<file path="config.mk">
export PLATFORM = sky130hd
export DESIGN_NAME = dmem_arbiter
export DESIGN_NICKNAME = d
export VERILOG_FILES = /design/src/rtl/dmem_arbiter.sv
export SDC_FILE = /design/constraint.sdc
export NUM_CORES = 1
export LEC_CHECK = 0
export CAP_MARGIN = 0
export CORE_AREA = 3 3 116 118
export DETAILED_ROUTE_END_ITERATION = 8
export DIE_AREA = 0 0 119 121
export GPL_TIMING_DRIVEN = 0
export PLACE_DENSITY = 0.73
export SLEW_MARGIN = 25
export SYNTH_ARGS = -nofsm -noshare
export SYNTH_HDL_FRONTEND = slang
export SYNTH_SLANG_ARGS = --single-unit
</file>
<file path="constraint.sdc">
create_clock -name clk -period 3.9 [get_ports clk]
set_input_delay 0.39 -clock clk [delete_from_list [all_inputs] [get_ports clk]]
set_output_delay 0.39 -clock clk [all_outputs]
set_load 0.03 [all_outputs]
</file>
<file path="src/rtl/dmem_arbiter.sv">
// dmem_arbiter: round-robin arbiter with lock and address checks for the shared data RAM.
// Define DMEM_ARB_STATS_EN to add the conflicts/denied counters.
module dmem_arbiter #(
    parameter int DEPTH = 128,
    parameter int AW = 32,
    parameter int DW = 32
) (
    input  logic          clk,
    input  logic          reset,
    input  logic          req0,
    input  logic          req1,
    input  logic          we0,
    input  logic          we1,
    input  logic [AW-1:0] adr0,
    input  logic [AW-1:0] adr1,
    input  logic [DW-1:0] wd0,
    input  logic [DW-1:0] wd1,
    input  logic          lock0,
    input  logic          lock1,
    output logic          gnt0,
    output logic          gnt1,
    output logic          rvalid0,
    output logic          rvalid1,
    output logic [DW-1:0] rd0,
    output logic [DW-1:0] rd1,
    output logic          err0,
    output logic          err1,
    output logic          mem_we,
    output logic [AW-1:0] mem_adr,
    output logic [DW-1:0] mem_din,
`ifdef DMEM_ARB_STATS_EN
    output logic [15:0]   conflicts,
    output logic [15:0]   denied,
`endif
    input  logic [DW-1:0] mem_dout
);
    typedef enum logic [1:0] {FREE, HELD0, HELD1} owner_t;
    owner_t owner;
    logic last;
    logic ok0, ok1, bad0, bad1;
    always_comb begin
        gnt0 = !reset && req0 && (owner == HELD0 || (owner == FREE && (!req1 || last)));
        gnt1 = !reset && req1 && (owner == HELD1 || (owner == FREE && (!req0 || !last)));
        ok0 = adr0 < AW'(DEPTH);
        ok1 = adr1 < AW'(DEPTH);
        // word 0 is hardwired in the RAM, so writing it is an error
        bad0 = !ok0 || (we0 && adr0 == '0);
        bad1 = !ok1 || (we1 && adr1 == '0);
        mem_adr = gnt0 ? adr0 : gnt1 ? adr1 : '0;
        mem_din = gnt0 ? wd0 : gnt1 ? wd1 : '0;
        mem_we = (gnt0 && we0 && !bad0) || (gnt1 && we1 && !bad1);
    end
    always_ff @(posedge clk) begin
        if (reset) begin
            owner <= FREE;
            last <= 1'b1;
            rvalid0 <= 1'b0;
            rvalid1 <= 1'b0;
            err0 <= 1'b0;
            err1 <= 1'b0;
            rd0 <= '0;
            rd1 <= '0;
        end else begin
            rvalid0 <= gnt0 && !we0 && ok0;
            rvalid1 <= gnt1 && !we1 && ok1;
            err0 <= gnt0 && bad0;
            err1 <= gnt1 && bad1;
            if (gnt0 && !we0 && ok0)
                rd0 <= mem_dout;
            if (gnt1 && !we1 && ok1)
                rd1 <= mem_dout;
            if (gnt0) begin
                last <= 1'b0;
                owner <= lock0 ? HELD0 : FREE;
            end else if (gnt1) begin
                last <= 1'b1;
                owner <= lock1 ? HELD1 : FREE;
            end else if ((owner == HELD0 && !lock0) || (owner == HELD1 && !lock1)) begin
                owner <= FREE;
            end
        end
    end
`ifdef DMEM_ARB_STATS_EN
    always_ff @(posedge clk) begin
        if (reset) begin
            conflicts <= '0;
            denied <= '0;
        end else begin
            if (req0 && req1 && conflicts != 16'hFFFF)
                conflicts <= conflicts + 16'd1;
            if ((req0 && !gnt0) || (req1 && !gnt1))
                denied <= denied + 16'd1;
        end
    end
`endif
endmodule

</file>
==> results.md <==
- Status: completed
- Clock latency at the later pin of the worst-skew pair: 0.32 ns
- Chip Width: 119 um
- TNS Setup: 0 ns
- Worst-case reg-to-reg path depth: 7
- Root Buffer: clkbuf_16
- Max Root-Sink Buffers: 2
- Post-Synth Adder-Cell Area: 0
- Cell area after synthesis: 3680 um^2
- Number of enable flip-flop cells after synthesis: 0
- Row count: 41
- Rel. slew slack: 0.643
- Multi-input logic area: 2080 um^2
- Post-Synth XOR/XNOR Area: 0
- Critical path type: in -> out
- Cell count after synthesis: 375
- Vert. Die Dim: 121 um
- Setup Viol. Count Final: 0
- Routed vias: 4164
- Crit path DAT: 3.23 ns
- Number of antenna violations at the first check in global routing: 2
- RSZ-0062 raised after global routing: false
- Hold_buf cts: 0
- Final slew viol count: 0
- Asr flop ratio synth: 0
- DP HPWL: 13800 um
- Worst Path Max Fanout: 13
- Core Box Area: 12600 um^2
- Clock transition at the registers of the reported paths: 0.06 ns
- Vias in the first global route: 4422
- Period minus WS final: 3.62 ns
- Fin nets: 855
- Simple-gate portion of the synthesized area: 0.229
- Total GRT Usage: 0.222
- PD cells: 305 nW/um^2
- HP Class: reg -> reg
- VDD IR max: 0.218 mV
- Initial Util: 0.292
- Tightest Pin Transition: 0.536 ns
- Port Buffers: 302
- Critical path capture point type: primary output
- Register bit total from synthesis: 71
- Highest Clock Rate: 276 MHz
- RePlAce Congestion: 0.867
- Register area share after synthesis: 0.387
- Filler instances: 1077
- Full die area: 14400 um^2
- Clock Skew: 0.00552 ns
- Area grow syn2layout: 97.6%
- Setup Buffers After CTS: 0
- CTS tree: built
- DRT Wirelength: 16700 um
- Reg area: 1420 um^2
- Crit start category: input port
- Share of post-route cells with drive strength above 1: 0.0376
- H-Tree Depth: 3
- Largest family of logic cells by synthesized area: simple AND/OR/NAND/NOR gates
- Mean area per synthesized cell: 9.80 um^2
- Max Cap Viol: 0
- Leakage: 2.79 nW
- Most frequent cells in the layout: clkdlybuf4s50_1 (302), nand2b_1 (98), dfxtp_1 (71), a22o_1 (64), mux2i_1 (64)
- Hold WS: 0.475 ns
- Part of the cycle the worst path needs: 0.929
- Num Clock Sinks: 71
- DRC Markers: 0
- Routed WL per cell: 19.2 um
- Hold depth: 2
- Synth unique cells: 32
- Data required, critical path: 3.51 ns
- TritonCTS Buffers: 9
- Commonest non-fill, non-tap cell in the layout: clkdlybuf4s50_1
- Post-route antenna net violation count: 0
- Via density: 4.81
- CTS resizes: 0
- Post-synthesis mux area share: 0.174
- DR iter-0 viols: 191
- Top_reg_cell synth: dfxtp_1
- Total congestion overflow: 0
- Synth warnings: 0
- Detailed Routing Iterations Pass 1: 4
- Largest net degree at the start of global routing: 13
- Compound-Gate Fraction of Synth Area: 0.163
- Fin. Hold Viols: 0
- Ports: 303
- First-pass GRT wire length: 24900 um
- Syn Nets: 543
worst max-delay path, cell delays in order:
cell and delay [ns]:
clkdlybuf4s50_1 0.42, clkbuf_1 0.23, or3_4 0.47, inv_1 0.34
clkbuf_1 0.48, a22o_1 0.22, clkdlybuf4s50_1 0.70
state kept, by name (all words and copies together) (netlist names):
name,cells
owner,2
rd0,32
err0,1
rvalid1,1
rd1,32
last,1
err1,1
rvalid0,1
Yosys cell counts (5+ instances only):
cell | count | area [um^2]
nor2_1 | 5 | 18.8
a22o_1 | 64 | 561
nor4_1 | 12 | 75.1
nand2b_1 | 98 | 613
clkbuf_1 | 23 | 86.3
dfxtp_1 | 71 | 1420
mux2i_1 | 64 | 641
nor3_1 | 6 | 30.0
routing by layer:
layer / vias up / track usage / share of wire
li1: 1989 / - / -
met1: 1962 / 0.259 / 0.41
met2: 195 / 0.402 / 0.50
met3: 18 / 0.0611 / 0.069
met4: 0 / 0.0550 / 0.019
met5: - / 0 / 0
layout make-up:
class | count | share of cell area
tap | 172 | 0.0296
clock buffer | 11 | 0.0334
antenna | 2 | 0.000689
buffer | 30 | 0.0210
sequential | 71 | 0.196
multi-input combinational | 269 | 0.287
clock inverter | 5 | 0.0143
inverter | 4 | 0.00224
timing repair buffer | 302 | 0.416
worst paths after layout:
check,startpoint,to,slack (ns)
worst min register to register,rd0[23],rd0[23],0.48
worst min-delay path,rd0[23],rd0[23],0.48
worst max register to register,owner[1],rd0[16],1.69
worst max-delay path,reset,mem_din[25],0.28
per-stage QoR:
step                instance area [um^2]  utilization  total power [W]  std cells  worst slack, ns
finish                              7260        0.578          0.00222        866            0.276
global route                        7260        0.578          0.00229        866           0.0838
CTS                                 7260        0.578          0.00224        865           0.0740
detailed placement                  6910        0.550          0.00128        849           0.0703
global placement                    6910        0.550          0.00127        849            0.107
floorplan                           3680            -         0.000964        375             1.54
cells by family after synthesis:
group	Yosys count
buf+inv	35
simple gates	135
mux	64
compound gates	70
flops	71
power breakdown:
part / switching, W / internal (W) / total [W]
combinational: 0.000242 / 0.000293 / 0.000535
clock: 0.000307 / 0.000644 / 0.000950
sequential: 0.00000165 / 0.000728 / 0.000730
Power figures use the tool's default switching activity.
